<file path="src/rtl/instruction_loader_pkg.sv">
// ---------------------------------------------------------------------------
// loader_pkg
// Shared types and constants for the instruction loader slice.
//   state_t            : loader FSM states (IDLE, RECV, WRITE, DONE, ERROR)
//   HALT_INSTR_DEFAULT : end-of-program marker written as the last word
//   BYTES_PER_WORD     : bytes assembled into one instruction
//   ADDR_STEP          : byte-address increment between instruction words
// ---------------------------------------------------------------------------
package loader_pkg;

    typedef enum logic [2:0] {
        IDLE  = 3'd0,
        RECV  = 3'd1,
        WRITE = 3'd2,
        DONE  = 3'd3,
        ERROR = 3'd4
    } state_t;

    localparam logic [31:0] HALT_INSTR_DEFAULT = 32'hFFFF_FFFF;
    localparam int          BYTES_PER_WORD     = 4;
    localparam int          ADDR_STEP          = 4;

endpackage

</file>
<file path="src/rtl/instruction_loader_if.sv">
// ---------------------------------------------------------------------------
// instruction_loader_if
// Groups the byte stream from the UART receiver and the instruction-memory
// write port of the fetch stage.
//   i_rx_data / i_rx_valid : received byte and its one-cycle strobe
//   o_instruction_address  : byte address of the word being written
//   o_instruction          : assembled big-endian instruction word
//   o_flag_write_intruc    : one-cycle write strobe to instruction memory
// Modports:
//   master : the loader (consumes bytes, drives the write port)
//   slave  : the environment (UART side drives bytes, memory observes writes)
// Handshake: there is no back-pressure. A byte is transferred on every rising
// clock edge where i_rx_valid is high; a word is written on every rising edge
// where o_flag_write_intruc is high, with address and data stable for that
// whole cycle.
// ---------------------------------------------------------------------------
interface instruction_loader_if #(
    parameter int BITS_SIZE = 32
);
    logic [7:0]           i_rx_data;
    logic                 i_rx_valid;
    logic [BITS_SIZE-1:0] o_instruction_address;
    logic [BITS_SIZE-1:0] o_instruction;
    logic                 o_flag_write_intruc;

    modport master (
        input  i_rx_data,
        input  i_rx_valid,
        output o_instruction_address,
        output o_instruction,
        output o_flag_write_intruc
    );

    modport slave (
        output i_rx_data,
        output i_rx_valid,
        input  o_instruction_address,
        input  o_instruction,
        input  o_flag_write_intruc
    );
endinterface

</file>
<file path="src/rtl/instruction_loader_word_assembler.sv">
// ---------------------------------------------------------------------------
// word_assembler
// Shifts bytes in big-endian order (first byte ends up in the top byte) and
// counts them modulo BYTES_PER_WORD.
// Ports:
//   i_clk, i_reset    : clock, asynchronous active-low reset
//   i_clear           : synchronous clear of shift register and byte counter
//   i_byte_valid      : accept i_byte this cycle
//   i_byte            : byte to shift in
//   o_word            : current shift-register contents
//   o_word_ready      : combinational pulse when the accepted byte completes a word
// ---------------------------------------------------------------------------
module word_assembler
    import loader_pkg::*;
#(
    parameter int WIDTH = 32
) (
    input  logic             i_clk,
    input  logic             i_reset,
    input  logic             i_clear,
    input  logic             i_byte_valid,
    input  logic [7:0]       i_byte,
    output logic [WIDTH-1:0] o_word,
    output logic             o_word_ready
);

    logic [1:0] byte_cnt;

    assign o_word_ready = i_byte_valid && (byte_cnt == 2'(BYTES_PER_WORD - 1));

    // The counter wraps after the 4th byte, so a byte accepted in the write
    // cycle naturally becomes byte 0 of the next word.
    always_ff @(posedge i_clk or negedge i_reset) begin
        if (!i_reset) begin
            o_word   <= '0;
            byte_cnt <= '0;
        end else if (i_clear) begin
            o_word   <= '0;
            byte_cnt <= '0;
        end else if (i_byte_valid) begin
            o_word   <= {o_word[WIDTH-9:0], i_byte};
            byte_cnt <= byte_cnt + 2'd1;
        end
    end

endmodule

</file>
<file path="src/rtl/instruction_loader.sv">
// ---------------------------------------------------------------------------
// instruction_loader
// Fills instruction memory from a UART byte stream before the pipeline runs.
// Bytes are assembled big-endian into words and written one word at a time.
// Loading ends after the HALT word is written (DONE) or when the last memory
// word is written without HALT (ERROR, overflow).
// Optional feature macro: LOADER_TIMEOUT_EN -- when defined, a stalled byte
// stream in RECV for TIMEOUT_CYCLES cycles aborts the load with o_timeout_err.
// Ports:
//   i_clk, i_reset   : clock, asynchronous active-low reset
//   i_start          : one-cycle pulse; starts a load from IDLE/DONE/ERROR
//   bus (master)     : byte stream in, instruction-memory write port out
//   o_busy           : high while in RECV or WRITE
//   o_load_done      : HALT written (sticky until start/reset)
//   o_overflow_err   : memory filled without HALT (sticky until start/reset)
//   o_timeout_err    : stalled stream (constant 0 without the macro)
//   o_word_count     : words written in the current load
//   o_state          : current FSM state, for debug/observation
// ---------------------------------------------------------------------------
module instruction_loader
    import loader_pkg::*;
#(
    parameter int                   BITS_SIZE      = 32,
    parameter int                   SIZE_TOTAL     = 256,
    parameter logic [BITS_SIZE-1:0] HALT_INSTR     = BITS_SIZE'(HALT_INSTR_DEFAULT),
    parameter int                   TIMEOUT_CYCLES = 1000000,
    localparam int                  WC_W           = $clog2(SIZE_TOTAL / 4) + 1
) (
    input  logic                 i_clk,
    input  logic                 i_reset,
    input  logic                 i_start,
    instruction_loader_if.master bus,
    output logic                 o_busy,
    output logic                 o_load_done,
    output logic                 o_overflow_err,
    output logic                 o_timeout_err,
    output logic [WC_W-1:0]      o_word_count,
    output state_t               o_state
);

    localparam logic [BITS_SIZE-1:0] LAST_ADDR = BITS_SIZE'(SIZE_TOTAL - ADDR_STEP);

    state_t               state, next_state;
    logic [BITS_SIZE-1:0] addr_q;
    logic [BITS_SIZE-1:0] word;
    logic                 word_ready;
    logic                 flag_q;
    logic                 start_ok;
    logic                 is_halt;
    logic                 last_slot;
    logic                 write_continues;
    logic                 byte_accept;
    logic                 timeout_hit;

    assign start_ok        = i_start && ((state == IDLE) || (state == DONE) || (state == ERROR));
    assign is_halt         = (word == HALT_INSTR);
    assign last_slot       = (addr_q == LAST_ADDR);
    // Decided from registered word/address only, so byte acceptance in the
    // WRITE cycle does not depend on next_state (no combinational loop).
    assign write_continues = !is_halt && !last_slot;
    assign byte_accept     = bus.i_rx_valid &&
                             ((state == RECV) || ((state == WRITE) && write_continues));

    word_assembler #(
        .WIDTH (BITS_SIZE)
    ) u_asm (
        .i_clk        (i_clk),
        .i_reset      (i_reset),
        .i_clear      (start_ok || timeout_hit),
        .i_byte_valid (byte_accept),
        .i_byte       (bus.i_rx_data),
        .o_word       (word),
        .o_word_ready (word_ready)
    );

`ifdef LOADER_TIMEOUT_EN
    localparam int TMO_W = $clog2(TIMEOUT_CYCLES + 1);

    logic [TMO_W-1:0] tmo_cnt;
    logic             tmo_err_q;

    assign timeout_hit   = (state == RECV) && !bus.i_rx_valid &&
                           (tmo_cnt == TMO_W'(TIMEOUT_CYCLES - 1));
    assign o_timeout_err = tmo_err_q;

    // Counts idle RECV cycles; any byte or leaving RECV restarts the count.
    always_ff @(posedge i_clk or negedge i_reset) begin
        if (!i_reset) begin
            tmo_cnt   <= '0;
            tmo_err_q <= 1'b0;
        end else begin
            if ((state != RECV) || bus.i_rx_valid) begin
                tmo_cnt <= '0;
            end else begin
                tmo_cnt <= tmo_cnt + TMO_W'(1);
            end
            if (start_ok) begin
                tmo_err_q <= 1'b0;
            end else if (timeout_hit) begin
                tmo_err_q <= 1'b1;
            end
        end
    end
`else
    logic unused_timeout_cfg;

    assign unused_timeout_cfg = ^TIMEOUT_CYCLES;
    assign timeout_hit        = 1'b0;
    assign o_timeout_err      = 1'b0;
`endif

    always_comb begin
        next_state = state;
        case (state)
            IDLE, DONE, ERROR: begin
                if (start_ok) next_state = RECV;
            end
            RECV: begin
                if (word_ready)       next_state = WRITE;
                else if (timeout_hit) next_state = ERROR;
            end
            WRITE: begin
                if (is_halt)        next_state = DONE;
                else if (last_slot) next_state = ERROR;
                else                next_state = RECV;
            end
            default: next_state = IDLE;
        endcase
    end

    always_ff @(posedge i_clk or negedge i_reset) begin
        if (!i_reset) begin
            state          <= IDLE;
            addr_q         <= '0;
            flag_q         <= 1'b0;
            o_busy         <= 1'b0;
            o_load_done    <= 1'b0;
            o_overflow_err <= 1'b0;
            o_word_count   <= '0;
        end else begin
            state  <= next_state;
            flag_q <= (next_state == WRITE);
            o_busy <= (next_state == RECV) || (next_state == WRITE);
            if (start_ok) begin
                addr_q         <= '0;
                o_word_count   <= '0;
                o_load_done    <= 1'b0;
                o_overflow_err <= 1'b0;
            end else if (state == WRITE) begin
                o_word_count <= o_word_count + WC_W'(1);
                if (write_continues) addr_q         <= addr_q + BITS_SIZE'(ADDR_STEP);
                if (is_halt)         o_load_done    <= 1'b1;
                else if (last_slot)  o_overflow_err <= 1'b1;
            end
        end
    end

    assign bus.o_instruction_address = addr_q;
    assign bus.o_instruction         = word;
    assign bus.o_flag_write_intruc   = flag_q;
    assign o_state                   = state;

endmodule

</file>
<file path="src/flat_wrapper.sv">
// flat-port wrapper written by rule: the top's interface ports become plain ports
module instruction_loader_flat import loader_pkg::*;
#(
    parameter int                   BITS_SIZE      = 32,
    parameter int                   SIZE_TOTAL     = 256,
    parameter logic [BITS_SIZE-1:0] HALT_INSTR     = BITS_SIZE'(HALT_INSTR_DEFAULT),
    parameter int                   TIMEOUT_CYCLES = 1000000,
    localparam int                  WC_W           = $clog2(SIZE_TOTAL / 4) + 1
)
  (i_clk, i_reset, i_start, o_busy, o_load_done, o_overflow_err, o_timeout_err, o_word_count, o_state, bus_i_rx_data, bus_i_rx_valid, bus_o_instruction_address, bus_o_instruction, bus_o_flag_write_intruc);
  instruction_loader_if #(.BITS_SIZE(BITS_SIZE)) bus_i ();
  input  logic i_clk;
  input  logic i_reset;
  input  logic i_start;
  output logic o_busy;
  output logic o_load_done;
  output logic o_overflow_err;
  output logic o_timeout_err;
  output logic [WC_W-1:0] o_word_count;
  output state_t o_state;
  input wire logic [$bits(bus_i.i_rx_data)-1:0] bus_i_rx_data;
  input wire logic [$bits(bus_i.i_rx_valid)-1:0] bus_i_rx_valid;
  output wire logic [$bits(bus_i.o_instruction_address)-1:0] bus_o_instruction_address;
  output wire logic [$bits(bus_i.o_instruction)-1:0] bus_o_instruction;
  output wire logic [$bits(bus_i.o_flag_write_intruc)-1:0] bus_o_flag_write_intruc;
  assign bus_i.i_rx_data = bus_i_rx_data;
  assign bus_i.i_rx_valid = bus_i_rx_valid;
  assign bus_o_instruction_address = bus_i.o_instruction_address;
  assign bus_o_instruction = bus_i.o_instruction;
  assign bus_o_flag_write_intruc = bus_i.o_flag_write_intruc;
  instruction_loader #(.BITS_SIZE(BITS_SIZE), .SIZE_TOTAL(SIZE_TOTAL), .HALT_INSTR(HALT_INSTR), .TIMEOUT_CYCLES(TIMEOUT_CYCLES)) u_core (.i_clk(i_clk), .i_reset(i_reset), .i_start(i_start), .bus(bus_i), .o_busy(o_busy), .o_load_done(o_load_done), .o_overflow_err(o_overflow_err), .o_timeout_err(o_timeout_err), .o_word_count(o_word_count), .o_state(o_state));
endmodule
</file>
<file path="config.mk">
export PLATFORM = sky130hd
export DESIGN_NAME = instruction_loader_flat
export DESIGN_NICKNAME = d
export VERILOG_FILES = /design/src/rtl/instruction_loader_pkg.sv /design/src/rtl/instruction_loader_if.sv /design/src/rtl/instruction_loader_word_assembler.sv /design/src/rtl/instruction_loader.sv /design/src/flat_wrapper.sv
export SDC_FILE = /design/constraint.sdc
export NUM_CORES = 1
export LEC_CHECK = 0
export CAP_MARGIN = 20
export CELL_PAD_IN_SITES_DETAIL_PLACEMENT = 1
export CELL_PAD_IN_SITES_GLOBAL_PLACEMENT = 1
export CORE_ASPECT_RATIO = 1.4
export CORE_MARGIN = 4
export CORE_UTILIZATION = 33
export DETAILED_ROUTE_END_ITERATION = 7
export GPL_ROUTABILITY_DRIVEN = 0
export HOLD_SLACK_MARGIN = 0.15
export MAX_ROUTING_LAYER = met4
export PLACE_DENSITY = 0.75
export SYNTH_ARGS = -nofsm -noshare
export SYNTH_HDL_FRONTEND = slang
export SYNTH_SLANG_ARGS = --single-unit
</file>
<file path="constraint.sdc">
create_clock -name i_clk -period 1.91 [get_ports i_clk]
set_input_delay 0.2865 -clock i_clk [delete_from_list [all_inputs] [get_ports i_clk]]
set_output_delay 0.2865 -clock i_clk [all_outputs]
set_load 0.05 [all_outputs]
</file>
==> impl_results.md, run 1 <==
- Status: finished with violations
- Violated checks: setup timing
- Dpl hpwl: 9560 um
- Sequential area share after synthesis: 52.3%
- Drt pass-1 iters: 4
- Syn Inst Count: 407
- Vias per Instance: 5.58
- Initial core utilization: 34.0%
- Hold Fails Final Rpt: 0
- Vias in the first global route: 4493
- Wire length on met3: 732 um
- Avg Cell Area, Syn: 9.17 um^2
- Root Buffer: clkbuf_16
- Pwr dens: 1360 nW/um^2
- CP endpoint kind: register
- Final Critical Period: 2190 ps
- Final Worst Setup Slack: -279 ps
- Cells on worst reg2reg path: 8
- Number of antenna violations at the first check in global routing: 0
- CTS tree: done
- H-Tree Depth: 3
- DRT antenna net count: 0
- Worst-path fanout max: 8
- Synth cell types: 42
- Met2 Wirelength: 10300 um
- Crit Path Category: register to register
- Die Area: 13100 um^2
- Fin util: 62.0%
- Total CTS buffers: 9
- Static Leakage: 0.00342 uW
- Placed Area: 5540 um^2
- WP data required: 2120 ps
- Nets: 626
- Die width: 97.9 um
- Synthesis warning total: 0
- GR Util All Layers: 23.7%
- # IOs: 91
- FMAX: 457 MHz
- Reg2reg start: u_core.bus.o_instruction_address[25]
- Placed Instances: 720
- WL/cell: 24.7 um
- Slew headroom: 60.7%
- Number of synthesized register bits: 78
- Routed metal-1 wirelength: 6530 um
- Drt drc: 0
- Layout Skew: 8.69 ps
- Clk_lat worst skew: 340 ps
- R2R Path End: u_core.bus.o_instruction_address[13]
- Fin. max-slew vios: 0
- Fin cells: 757
- Die Y: 134 um
- Final setup fails: 69
- Crit start category: register
- Ant diodes: 0
- Layout cells sized above 1: 53.6%
- R2r setup slk: -280 ps
- Global-route wire length before repair: 23800 um
- Total Routed Length: 18700 um
- Via total after detailed routing: 4226
- Buffers on Ports: 87
- Post-synth top flop: dfrtp_1
- Grt ovf: 0
- Async SR Flop Fraction: 100%
- DR top layer: met4
- Total clock sinks: 78
- Final Instance Area: 6810 um^2
- # rows: 45
- Clk buf depth: 2
- Hold_ws: 495 ps
- Maximum capacitance violations: 0
- EDFF count, synth: 0
- Cell area after synthesis: 3730 um^2
- Worst vdd ir: 1110 uV
- Largest net degree at the start of global routing: 44
- Core Area: 11000 um^2
- Final period util: 115%
- Initial DRC Count: 189
- HP Class: primary input to async pin
- Syn-to-layout area delta: 82.6%
- Transition time of the tightest slew-check pin: 590 ps
- RSZ-0062 raised after global routing: yes
- WP data arrival: 2400 ps
- Clk slew on worst S/H paths: 70 ps
stage by stage:
stage	worst slack, ps	total power, uW	TNS, ps
after floorplan	-206	4590	-8180
after global placement	-240	6200	-8170
after detailed placement	-314	6320	-10610
after CTS	-139	8470	-4970
after global routing	-333	9630	-17670
final	-279	9230	-13140
where the power goes:
| group | leakage, uW | internal [uW] | switching, uW |
|---|---|---|---|
| logic | 0.00229 | 1720 | 3080 |
| registers | 0.000965 | 2090 | 298 |
| clock network | 0.000170 | 1290 | 762 |
| total | 0.00342 | 5090 | 4140 |
per-layer routing:
metal | global-route usage [%] | vias up
met5 | - | -
met4 | 9.70 | 0
met2 | 43.1 | 170
met1 | 25.0 | 2157
met3 | 4.47 | 74
li1 | - | 1825
cells by family (layout without fill, tap and decap cells):
kind of cell / Yosys count / in the layout / synth area share (%)
flip-flops: 78 / 78 / 52.3
other: 1 / 3 / 0.101
AND/OR/NAND/NOR: 205 / 205 / 26.1
multiplexers: 10 / 10 / 2.72
AO/OA/AOI/OAI: 66 / 66 / 9.96
adder cells (fa/ha/maj): 3 / 3 / 1.01
XOR/XNOR: 16 / 16 / 3.76
buffers and inverters: 28 / 235 / 4.09
final cells by class:
type                    count  area (um^2)
multi-input cells         303         2290
inverters                   5         18.8
fillers                  1171         4170
flip-flops and latches     78         2020
repair buffers            214         1960
well taps                 141          176
clock buffers               9          225
clock inverters             7          121
registers in the layout, summed over array words and instances, names as in the netlist:
name,cells
u_core.u_asm.byte_cnt,2
u_core.bus.o_flag_write_intruc,1
u_core.bus.o_instruction_address,30
u_core.o_overflow_err,1
u_core.o_busy,1
u_core.o_word_count,7
u_core.o_load_done,1
u_core.u_asm.o_word,32
u_core.o_state,3
placed cells by master, fill, tap and decap left out, drive strengths merged, types with 13 or more instances in the layout:
| cell type | n |
|---|---|
| buf | 145 |
| nand2 | 96 |
| dfrtp | 78 |
| o21ai | 44 |
| dlygate4sd2 | 34 |
| nor2 | 26 |
| nand4 | 22 |
| clkdlybuf4s50 | 20 |
| a21oi | 15 |
| nand3 | 15 |
| xor2 | 14 |
| clkbuf | 13 |
worst max path at each step:
stage / slack [ps] / endpoint / startpoint
global route: -330 / u_core.u_asm.o_word[1] / u_core.u_asm.o_word[11]
global placement: -240 / u_core.bus.o_instruction_address[6] / u_core.bus.o_instruction_address[13]
CTS: -140 / u_core.bus.o_instruction_address[22] / u_core.bus.o_instruction_address[21]
detailed placement: -310 / u_core.bus.o_instruction_address[5] / u_core.bus.o_instruction_address[13]
floorplan: -210 / u_core.u_asm.o_word[20] / u_core.bus.o_instruction_address[4]
finish: -280 / u_core.bus.o_instruction_address[13] / u_core.bus.o_instruction_address[25]
worst max-delay path, cell delays in order (launching register included):
cell	delay [ps]
dfrtp_2	410
nor4_1	380
nand4_1	140
or3_4	380
buf_8	160
buf_8	140
nand4_1	130
xor2_1	210
nor2_1	90
repair_timing:
item / 4_1_cts / 5_1_grt
hold endpoints to repair: 40 / 0
setup endpoints to repair: 100 / 79
hold buffers: 1 / 0
pin swaps: 36 / 54
resized for setup: 92 / 122
setup buffers: 9 / 9
cloned: 1 / 5
synthesized netlist by cell type (9+ instances only):
| cell type | n | area share, % |
|---|---|---|
| nor2_1 | 26 | 2.6 |
| mux2i_1 | 9 | 2.4 |
| nand3_1 | 14 | 1.9 |
| clkbuf_1 | 11 | 1.1 |
| xor2_1 | 14 | 3.3 |
| a21oi_1 | 14 | 1.9 |
| or3_1 | 10 | 1.7 |
| dfrtp_1 | 78 | 52 |
| o21ai_1 | 31 | 4.2 |
| nand4_1 | 22 | 3.7 |
| o21ai_0 | 13 | 1.7 |
| nand2_1 | 96 | 9.7 |
Note: power is estimated with default switching activity, not from simulation.
==> run 2, diff against run 1 <==
- CAP_MARGIN: 20 -> not set
- CORE_UTILIZATION: 33 -> 35
- PLACE_DENSITY: 0.75 -> 0.76
- clock period: 1.91 -> 2.42 ns (I/O delays scaled with it)
==> impl_results.md, run 2 (synthesized netlist as in run 1, its figures left out) <==
- Clk buf depth: 2
- H-Tree Depth: 3
- CP endpoint kind: register
- Vias in the first global route: 3711
- Crit path cell chain: nor4_4 -> nand4_1 -> or3_1 -> a31o_4 -> nand2_1 -> o21ai_1
- Via total after detailed routing: 3449
- Grt ovf: 0
- Layout Skew: 5.61 ps
- Largest net degree at the start of global routing: 68
- Layout cells sized above 1: 11.2%
- GR Util All Layers: 20.7%
- Pwr dens: 1100 nW/um^2
- Hold Fails Final Rpt: 0
- Postcts setup bufs: 0
- FMAX: 439 MHz
- Hold Path Stages: 1
- Number of antenna violations at the first check in global routing: 0
- Total clock sinks: 78
- Final setup fails: 0
- Die width: 95.3 um
- Total CTS buffers: 9
- HP Class: register to register
- Core Area: 10400 um^2
- Maximum capacitance violations: 0
- Buffers on Ports: 87
- Hold_ws: 490 ps
- CTS tree: done
- Vias per Instance: 5.24
- Die Y: 130 um
- Initial DRC Count: 116
- DRT antenna net count: 0
- Ant diodes: 0
- Die Area: 12400 um^2
- # rows: 44
- Global-route wire length before repair: 19100 um
- WP data arrival: 2470 ps
- Commonest non-fill, non-tap cell in the layout: nand2_1
- Total Routed Length: 11600 um
- Worst-path fanout max: 67
- RSZ-0062 raised after global routing: yes
- Initial core utilization: 35.9%
- Worst vdd ir: 799 uV
- Crit start category: register
- Most frequent cells in the layout: nand2_1, clkdlybuf4s50_1, dfrtp_1
- Cells on worst reg2reg path: 6
- Final period util: 94.1%
- Syn-to-layout area delta: 40.5%
- Dpl hpwl: 8570 um
- Static Leakage: 0.00228 uW
- Transition time of the tightest slew-check pin: 692 ps
- Clk_lat worst skew: 340 ps
- Drt drc: 0
- Fin. max-slew vios: 0
- # IOs: 91
- Max FFs per register: 32
- Nets: 531
- WP data required: 2610 ps
- Slew headroom: 53.9%
- WL/cell: 17.7 um
- Root Buffer: clkbuf_16
- Final Instance Area: 5240 um^2
- Placed Area: 4900 um^2
- Slowest cell on the critical path: or3_1
- Status: finished clean
- Critical Path Max Stage Delay: 480 ps
- Crit Path Category: register to register
- FILL cells: 1185
- Drt pass-1 iters: 4
- Clk slew on worst S/H paths: 60 ps
- Final Critical Period: 2280 ps
- Largest reg by FF count: u_core.u_asm.o_word
==> run 2: cell count changes in the layout (fill, tap and decap cells not counted), moves of 13 or more <==
cell / delta
o21ai_1: +14
nand2_4: -20
dfrtp_2: -53
dfrtp_1: +54
o21ai_2: -22
clkdlybuf4s50_1: +66
nand2_1: +33
nand2_2: -13
buf_4: -96
dlygate4sd2_1: -34
==> run 2: per-stage QoR <==
stage | setup slack (ps) | total power (uW) | cells | util (%) | setup TNS (ps)
2_1_floorplan | 49.1 | 3550 | 409 | - | 0
3_3_place_gp | 74.9 | 4490 | 642 | 47.1 | 0
3_5_place_dp | -4.44 | 4560 | 642 | 47.1 | -4.44
4_1_cts | 33.4 | 5840 | 658 | 49.8 | 0
5_1_grt | -30.2 | 6090 | 658 | 50.4 | -142
6_report | 143 | 5780 | 658 | 50.4 | 0
==> run 2: path summary, 6_finish.rpt <==
check                                               startpoint                                    to  slack, ps
hold reg to reg                       u_core.u_asm.byte_cnt[0]              u_core.u_asm.byte_cnt[0]        490
max in group asynchronous                              i_reset                u_core.u_asm.o_word[4]       1320
hold / removal                        u_core.u_asm.byte_cnt[0]              u_core.u_asm.byte_cnt[0]        490
setup / recovery           u_core.bus.o_instruction_address[9]               u_core.u_asm.o_word[14]        140
setup reg to reg           u_core.bus.o_instruction_address[9]               u_core.u_asm.o_word[14]        140
min in group asynchronous                              i_reset  u_core.bus.o_instruction_address[17]        500
==> run 2: area by class of cell <==
cell class	instances	area (um^2)	area share, %
Clock buffer	14	264	5.03
Clock inverter	1	5.00	0.0954
Timing Repair Buffer	119	1140	21.7
Sequential cell	78	1950	37.2
Inverter	5	18.8	0.358
Tap cell	138	173	3.29
Multi-Input combinational cell	303	1700	32.3
==> run 2: worst max-delay path: cells and delay by family (launching register included) <==
| kind | cells | cell delay, ps |
|---|---|---|
| flops | 1 | 420 |
| compound gates | 2 | 550 |
| simple gates | 4 | 1140 |
==> run 2: metal layers <==
layer  vias up  GRT usage, %  wire [um]
li1       1626             -          -
met1      1701          24.5       4720
met2       101          34.7       6160
met3        21          3.40        507
met4         0          8.24        242
met5         -             -          0
==> run 2: where the power goes <==
part | switching [uW] | internal (uW) | total [uW]
sequential | 314 | 1610 | 1920
clock | 507 | 744 | 1250
combinational | 1770 | 840 | 2610
total | 2590 | 3190 | 5780
==> run 2: repair_timing <==
item | CTS | global route
resized for setup | 0 | 9
hold buffers | 1 | 0
setup endpoints to repair | 0 | 46
hold endpoints to repair | 30 | 0
